<file path="config.mk">
export PLATFORM = sky130hd
export DESIGN_NAME = rfsm_control_unit
export DESIGN_NICKNAME = d
export VERILOG_FILES = /design/src/rtl/rfsm_control_unit.sv
export SDC_FILE = /design/constraint.sdc
export NUM_CORES = 1
export LEC_CHECK = 0
export CAP_MARGIN = 20
export CORE_ASPECT_RATIO = 0.75
export CORE_MARGIN = 4
export CORE_UTILIZATION = 50
export DETAILED_ROUTE_END_ITERATION = 10
export PLACE_DENSITY = 0.85
export SYNTH_ARGS = -nofsm -noshare
export SYNTH_HDL_FRONTEND = slang
export SYNTH_SLANG_ARGS = --single-unit
export TNS_END_PERCENT = 1
</file>
<file path="constraint.sdc">
create_clock -name clk -period 2.4 [get_ports clk]
set_input_delay 0.36 -clock clk [delete_from_list [all_inputs] [get_ports clk]]
set_output_delay 0.36 -clock clk [all_outputs]
set_load 0.02 [all_outputs]
</file>
<file path="src/rtl/rfsm_control_unit.sv">
// Multicycle fetch/decode/execute/writeback controller for the 8-bit RISC_FSM core.
// Latency: ALU op 4 cycles, LDI 3, NOP/JMP 2, plus 1 per fetch cycle spent waiting on imem_ack.
// Backpressure: FETCH holds imem_req high with a stable imem_addr until imem_ack; nothing advances without it.
//
// Ports:
//   clk, rst_n          clock, asynchronous active-low reset
//   start               leave IDLE/HALT and begin fetching (ignored while busy)
//   imem_addr/req/ack/data  instruction fetch handshake (data valid when ack=1)
//   rs1_addr, rs2_addr  register-file read addresses (ALU a / b)
//   alu_control         ALU op: 000 ADD, 001 SUB, 010 AND, 011 OR, 100 NOT
//   rf_we/waddr/wsel    register-file write strobe, address, source (0 ALU, 1 imm)
//   imm                 instruction bits [7:0]
//   busy, halted, illegal_op  status
module rfsm_control_unit #(
  parameter int              PC_W   = 8,
  parameter logic [PC_W-1:0] RST_PC = '0
) (
  input  logic            clk,
  input  logic            rst_n,
  input  logic            start,
  output logic [PC_W-1:0] imem_addr,
  output logic            imem_req,
  input  logic            imem_ack,
  input  logic [15:0]     imem_data,
  output logic [2:0]      rs1_addr,
  output logic [2:0]      rs2_addr,
  output logic [2:0]      alu_control,
  output logic            rf_we,
  output logic [2:0]      rf_waddr,
  output logic            rf_wsel,
  output logic [7:0]      imm,
  output logic            busy,
  output logic            halted,
  output logic            illegal_op
);

  typedef enum logic [2:0] {
    S_IDLE      = 3'd0,
    S_FETCH     = 3'd1,
    S_DECODE    = 3'd2,
    S_EXECUTE   = 3'd3,
    S_WRITEBACK = 3'd4,
    S_HALT      = 3'd5
  } state_t;

  localparam logic [3:0] OP_NOP  = 4'h0;
  localparam logic [3:0] OP_ADD  = 4'h1;
  localparam logic [3:0] OP_SUB  = 4'h2;
  localparam logic [3:0] OP_AND  = 4'h3;
  localparam logic [3:0] OP_OR   = 4'h4;
  localparam logic [3:0] OP_NOT  = 4'h5;
  localparam logic [3:0] OP_LDI  = 4'h6;
  localparam logic [3:0] OP_JMP  = 4'h7;
  localparam logic [3:0] OP_HALT = 4'hF;

  state_t          state_q, state_d;
  logic [PC_W-1:0] pc_q, pc_d;
  logic [15:0]     ir_q, ir_d;
  logic            illegal_q, illegal_d;

  logic [3:0] op;
  logic [2:0] alu_sel;
  logic       in_ex_wb;

  assign op = ir_q[15:12];

  always_ff @(posedge clk or negedge rst_n) begin
    if (!rst_n) begin
      state_q   <= S_IDLE;
      pc_q      <= RST_PC;
      ir_q      <= '0;
      illegal_q <= 1'b0;
    end else begin
      state_q   <= state_d;
      pc_q      <= pc_d;
      ir_q      <= ir_d;
      illegal_q <= illegal_d;
    end
  end

  always_comb begin
    state_d   = state_q;
    pc_d      = pc_q;
    ir_d      = ir_q;
    illegal_d = illegal_q;
    case (state_q)
      S_IDLE: begin
        if (start) state_d = S_FETCH;
      end
      S_FETCH: begin
        if (imem_ack) begin
          ir_d    = imem_data;
          state_d = S_DECODE;
        end
      end
      S_DECODE: begin
        case (op)
          OP_NOP: begin
            pc_d    = pc_q + PC_W'(1);
            state_d = S_FETCH;
          end
          OP_JMP: begin
            pc_d    = PC_W'(ir_q[7:0]);
            state_d = S_FETCH;
          end
          OP_LDI:                                state_d = S_WRITEBACK;
          OP_ADD, OP_SUB, OP_AND, OP_OR, OP_NOT: state_d = S_EXECUTE;
          OP_HALT:                               state_d = S_HALT;
          default: begin
            illegal_d = 1'b1;
            state_d   = S_HALT;
          end
        endcase
      end
      S_EXECUTE: state_d = S_WRITEBACK;
      S_WRITEBACK: begin
        pc_d    = pc_q + PC_W'(1);
        state_d = S_FETCH;
      end
      S_HALT: begin
        if (start) begin
          pc_d      = RST_PC;
          illegal_d = 1'b0;
          state_d   = S_FETCH;
        end
      end
      default: state_d = S_IDLE;
    endcase
  end

  // Opcode to ALU select; LDI (and anything else) leaves the ALU on ADD.
  always_comb begin
    alu_sel = 3'b000;
    case (op)
      OP_SUB:  alu_sel = 3'b001;
      OP_AND:  alu_sel = 3'b010;
      OP_OR:   alu_sel = 3'b011;
      OP_NOT:  alu_sel = 3'b100;
      default: alu_sel = 3'b000;
    endcase
  end

  // All outputs come from state_q/ir_q/pc_q only, so imem_data never reaches them combinationally.
  // Read addresses and ALU select stay valid across EXECUTE and WRITEBACK so the
  // ALU result is still present when the write strobe fires.
  assign in_ex_wb    = (state_q == S_EXECUTE) || (state_q == S_WRITEBACK);
  assign rs1_addr    = in_ex_wb ? ir_q[8:6] : 3'd0;
  assign rs2_addr    = in_ex_wb ? ir_q[5:3] : 3'd0;
  assign alu_control = in_ex_wb ? alu_sel   : 3'b000;

  assign rf_we      = (state_q == S_WRITEBACK);
  assign rf_waddr   = rf_we ? ir_q[11:9] : 3'd0;
  assign rf_wsel    = rf_we && (op == OP_LDI);
  assign imm        = ir_q[7:0];
  assign imem_req   = (state_q == S_FETCH);
  assign imem_addr  = pc_q;
  assign busy       = (state_q != S_IDLE) && (state_q != S_HALT);
  assign halted     = (state_q == S_HALT);
  assign illegal_op = illegal_q;

endmodule

</file>
# ---- Yosys cells after proc, flatten, opt, wreduce, memory -nomap -nowiden
# Index checks and enable logic that the tools add are counted.
dict set report totals {
  reg_bits 28
  out_inout_bits 34
  word_cells 55
}
dict set report classes {
  n_addsub 1
  n_eq_ne 19
  mux 15
  reduce_logical 16
}
# cell n
set op_table {}
lappend op_table {{case mux 8 bit (3 select lines)} 1}
lappend op_table {{2-to-1 mux 3 bit} 6}
lappend op_table {{equality test 4 x 3 -> 1 bit, second input constant} 4}
lappend op_table {{case mux 8 bit (2 select lines)} 1}
lappend op_table {{case mux 3 bit (5 select lines)} 1}
lappend op_table {{case mux 3 bit (4 select lines)} 1}
lappend op_table {{case mux 3 bit (3 select lines)} 1}
lappend op_table {{OR reduction 9 bit} 1}
lappend op_table {{adder 8 x 1 -> 8 bit, second input constant} 1}
lappend op_table {{equality test 4 x 2 -> 1 bit, second input constant} 2}
lappend op_table {{2-to-1 mux 8 bit} 1}
lappend op_table {{equality test 3 x 2 -> 1 bit, second input constant} 2}
lappend op_table {{equality test 3 bit, second input constant} 2}
lappend op_table {{!= test 3 bit, second input constant} 2}
lappend op_table {{AND reduction 3 bit} 2}
lappend op_table {{nonzero test 3 bit} 2}
lappend op_table {{OR reduction 5 bit} 1}
lappend op_table {{equality test 4 x 1 -> 1 bit, second input constant} 1}
lappend op_table {{equality test 4 bit, second input constant} 1}
lappend op_table {{zero test 4 bit} 1}
lappend op_table {{!= test 2 x 1 -> 1 bit, second input constant} 2}
lappend op_table {{!= test 2 bit, second input constant} 2}
lappend op_table {{AND reduction 2 bit} 2}
lappend op_table {{OR reduction 2 bit} 2}
lappend op_table {{other kinds (7)} 9}

# ---- Longest topological paths before layout
dict set report logic_depth {
  ltp_word 4
  depth_mapped 6
  depth_no_buf 5
}

# ---- Worst setup path after synthesis
# Ideal clock, no wire load.
dict set report synth_path {
  path_kind {register to output}
  from {reg state_q[1]}
  to {out alu_control[0]}
  arrival_time_ps 1946
  slack_ps 94
  path_stages_with_launch 6
  path_buffers 1
  cell_sequence {dfrtp_1 -> buf_2 -> nand2b_1 -> nor2_1 -> a21oi_2 -> nor4_1}
}
dict set report synth_via {
  elab_chain_cells 3
  elab_cells_between_ends 4
  cone_classes {eq/ne (2); mux (1); reduce/logical (1)}
}
# item line_no
set synth_lines {}
lappend synth_lines {{from (decl)} 56} ;# state_t state_q, state_d;
lappend synth_lines {{from (signal assigned)} 74} ;# state_q <= state_d;
lappend synth_lines {{equality test 3 bit} --}
lappend synth_lines {{net rf_we} 28} ;# output logic rf_we,
lappend synth_lines {{logical OR 1 bit} 146} ;# assign in_ex_wb = (state_q == S_EXECUTE) || (state_q == S_WRITEBACK);
lappend synth_lines {{2-to-1 mux 3 bit} 149} ;# assign alu_control = in_ex_wb ? alu_sel : 3'b000;
lappend synth_lines {{to (decl)} 27} ;# output logic [2:0] alu_control,
# The timed path passes the listed nets, and every way through them passes these cells.

# ---- Worst setup path in the final report
dict set report layout_path {
  from {reg state_q[2]}
  to {out rf_waddr[0]}
}
dict set report layout_via {
  elab_chain_cells 2
}
# item line_no
set layout_lines {}
lappend layout_lines {{equality test 3 bit} 151} ;# assign rf_we = (state_q == S_WRITEBACK);
lappend layout_lines {{2-to-1 mux 3 bit} 152} ;# assign rf_waddr = rf_we ? ir_q[11:9] : 3'd0;
lappend layout_lines {{to (decl)} 29} ;# output logic [2:0] rf_waddr,
# Every way passes these cells.

==> results by group <==
Timing
  • Setup ws final: 0.0680 ns
  • Clock Skew: 0.00177 ns
  • Slew margin rel.: 62.1%
  • Min cycle time layout: 2.33 ns
  • Final Slew Violations: 0
  • Worst slew pin tran: 0.567 ns
  • Fmax: 429 MHz
  • Sum Neg Setup Slack: 0 ns
  • Period utilization: 97.2%
  • Final setup violating endpoints: 0
  • Final hold slack: 0.458 ns
  • Endpoints failing hold: 0

Synth
  • Synthesized flop and latch total: 28
  • Synth Instances: 163
  • Cell taking the most area after synthesis: dfrtp_1
  • Synthesized cell area: 1690 um^2
  • Top post-synthesis cells by area: dfrtp_1 (41%), mux2_1 (6.6%), a22oi_1 (4.9%)
  • Avg Inst Size Synth: 10.4 um^2
  • Post-synth net total: 184
  • Seq/Total Area, Yosys: 41.4%
  • Distinct cell type count of the synthesized netlist: 48
  • FFs w/ async S/R, synth: 100%
  • Post-synth EDFFs: 0
  • Syn. warnings: 0
  • Top-area cell type share of the netlist area: 41.4%
  • Top_reg_cell synth: dfrtp_1

Drt
  • Post-DRT Antenna Nets: 0
  • DRT Wirelength: 4.26 mm
  • Via density: 5.92
  • Iteration-0 DRC Markers: 87
  • DRC: 0
  • Wire per inst: 16.9 um
  • Via count: 1492
  • Drt first pass iters: 5

Setup path
  • CP top delay family: buffers and inverters
  • Critical Path Start Type: register
  • WP depth: 4
  • Critical path capture point type: output port
  • Crit Path Category: reg -> out
  • Critical path required time: 2.04 ns
  • Flop-to-flop setup slack: 0.50 ns
  • Reg-to-Reg End: imem_addr[1]$_DFFE_PN0P_
  • Crit path largest cell delay: 0.61 ns
  • Crit Reg-Reg Startpoint: state_q[2]$_DFFE_PN0P_
  • Worst path bufs/invs: 2
  • Crit-path cells: buf_4, and2b_1, and3_1, clkdlybuf4s50_1
  • Crit-path slowest cell: clkdlybuf4s50_1
  • Crit path DAT: 1.97 ns
  • R2R cell count: 5
  • CP Max Fanout: 7

Final layout
  • Commonest non-fill, non-tap cell in the layout: clkdlybuf4s50_1
  • Final core utilization: 69.5%
  • Post-route cell area: 2270 um^2
  • Area grow syn2layout: 34.0%
  • Nets: 234
  • # diodes: 0
  • Proportion of layout cells with a drive suffix above 1: 15.1%
  • Cell Count, Final, Fillers Out: 252
  • Commonest cells after routing, fill and taps aside: clkdlybuf4s50_1 (43), dfrtp_1 (28), a22oi_1 (11), mux2_1 (10), buf_4 (9)

Pwr
  • PD cells: 1400 nW/um^2
  • Leak pwr: 1.00 nW
  • Clock network power share: 9.2%
  • Peak supply drop: 0.706 mV
  • Total power: 3.19 mW
  • Sw Share: 44.6%
  • Sequential power share: 31.2%
  • Sw Pwr: 1.42 mW
  • Combinational power share: 59.6%
  • Pint: 1.76 mW

Floorplan
  • Die area: 4390 um^2
  • Die boundary width: 75.2 um
  • Initial Utilization: 51.9%
  • Core Footprint: 3270 um^2
  • I/O pin count: 54
  • Chip height: 58.4 um
  • Placement Rows: 18

GRT
  • GRT Overall Usage: 20.1%
  • Total gr overflow: 0
  • First-pass GRT wire length: 6.93 mm
  • Vias in the first global route: 1486
  • Initial antenna violation count: 0
  • Largest net degree at the start of global routing: 29

Run
  • Max Cap Viol: 0

Placed design
  • Buffers added on ports: 53
  • Pre-CTS setup slack: 0.216 ns
  • RePlAce Congestion: 0.851
  • Cells after DPL: 248
  • DP Area: 2220 um^2
  • Hpwl dp: 3.10 mm

Outcome
  • Outcome: finished clean

Clocking
  • H-tree lvl count: 1
  • CTS tree: done
  • Total setup buffers inserted after CTS: 0
  • CTS Buf Count: 3
  • CTS max path bufs: 2
  • Clock insertion delay at the later pin of the skew report: 0.28 ns
  • Clk pin slew, worst setup/hold paths: 0.09 ns
  • CTS root buf: clkbuf_8
  • TritonCTS Sinks: 28

Worst hold path
  • Hold Path Class: in -> async
## worst register-to-register path, cell delays in order, from the launching register on
cell,delay (ns)
dfrtp_1,0.43
buf_4,0.19
and2b_1,0.23
nor2_1,0.48
o21ai_0,0.18
mux2_4,0.28
## kinds of logic (layout without fill, tap and decap cells)
logic type	after synthesis	count (layout)	share of synthesized area, %
adder cells (fa/ha/maj)	1	1	0.738
AO/OA/AOI/OAI	34	34	14.9
buffers and inverters	27	76	9.67
XOR/XNOR	2	2	1.03
flip-flops	28	28	41.4
multiplexers	18	18	12.1
AND/OR/NAND/NOR	53	53	20.2
## synthesized netlist by cell type, types with 2 or more instances
library cell  number
a21oi_1            5
a22oi_1           11
and3_1             4
buf_2              5
buf_4              9
buf_6              3
dfrtp_1           28
inv_1              8
inv_2              2
mux2_1            10
mux2_2             6
nand2_1            6
nand2b_1           2
nand3_1            4
nand4b_1           2
nor2_1             8
nor2b_1            7
nor3_1             4
nor4_1             2
o21ai_0            2
o22ai_1            7
xnor2_1            2
## layer usage
layer / routed length (um) / up-vias / global-route usage, %
met2: 2150 / 82 / 35.9
met1: 1720 / 721 / 24.8
met4: 22 / 0 / 3.24
li1: - / 683 / -
met5: 0 / - / 0
met3: 367 / 6 / 5.63
## final cells by class
| cell class | instances | area, um^2 |
|---|---|---|
| multi-input cells | 108 | 830 |
| repair buffers | 62 | 597 |
| clock buffers | 4 | 55.1 |
| fillers | 236 | 996 |
| well taps | 40 | 50.0 |
| inverters | 10 | 37.5 |
| flip-flops and latches | 28 | 701 |
## how the worst max path moves through the flow
stage / from / endpoint / slack [ns]
CTS: ir_q[15]$_DFFE_PN0P_ / alu_control[2] / 0.03
floorplan: state_q[1]$_DFFE_PN0P_ / alu_control[0] / 0.09
finish: state_q[2]$_DFFE_PN0P_ / rf_waddr[0] / 0.07
global placement: state_q[1]$_DFFE_PN0P_ / alu_control[0] / 0.30
global route: state_q[1]$_DFFE_PN0P_ / alu_control[0] / -0.01
detailed placement: state_q[1]$_DFFE_PN0P_ / rs2_addr[0] / 0.22
## timing repair
item	4_1_cts	5_1_grt
setup endpoints to repair	7	3
resized for setup	7	3
hold endpoints to repair	0	0
hold buffers	0	0
## power by group through the flow
stage,logic [mW],clock network (mW),registers (mW)
final,1.90,0.294,0.993
after global routing,2.05,0.320,1.03
after CTS,1.91,0.303,0.988
after detailed placement,1.92,0,0.992
after global placement,1.85,0,0.968
after floorplan,1.28,0,0.970
## state kept, by name, summed over array words and instances, names as in the netlist
name / count
ir_q: 16
illegal_op: 1
imem_addr: 8
state_q: 3
Power figures use the tool's default switching activity.
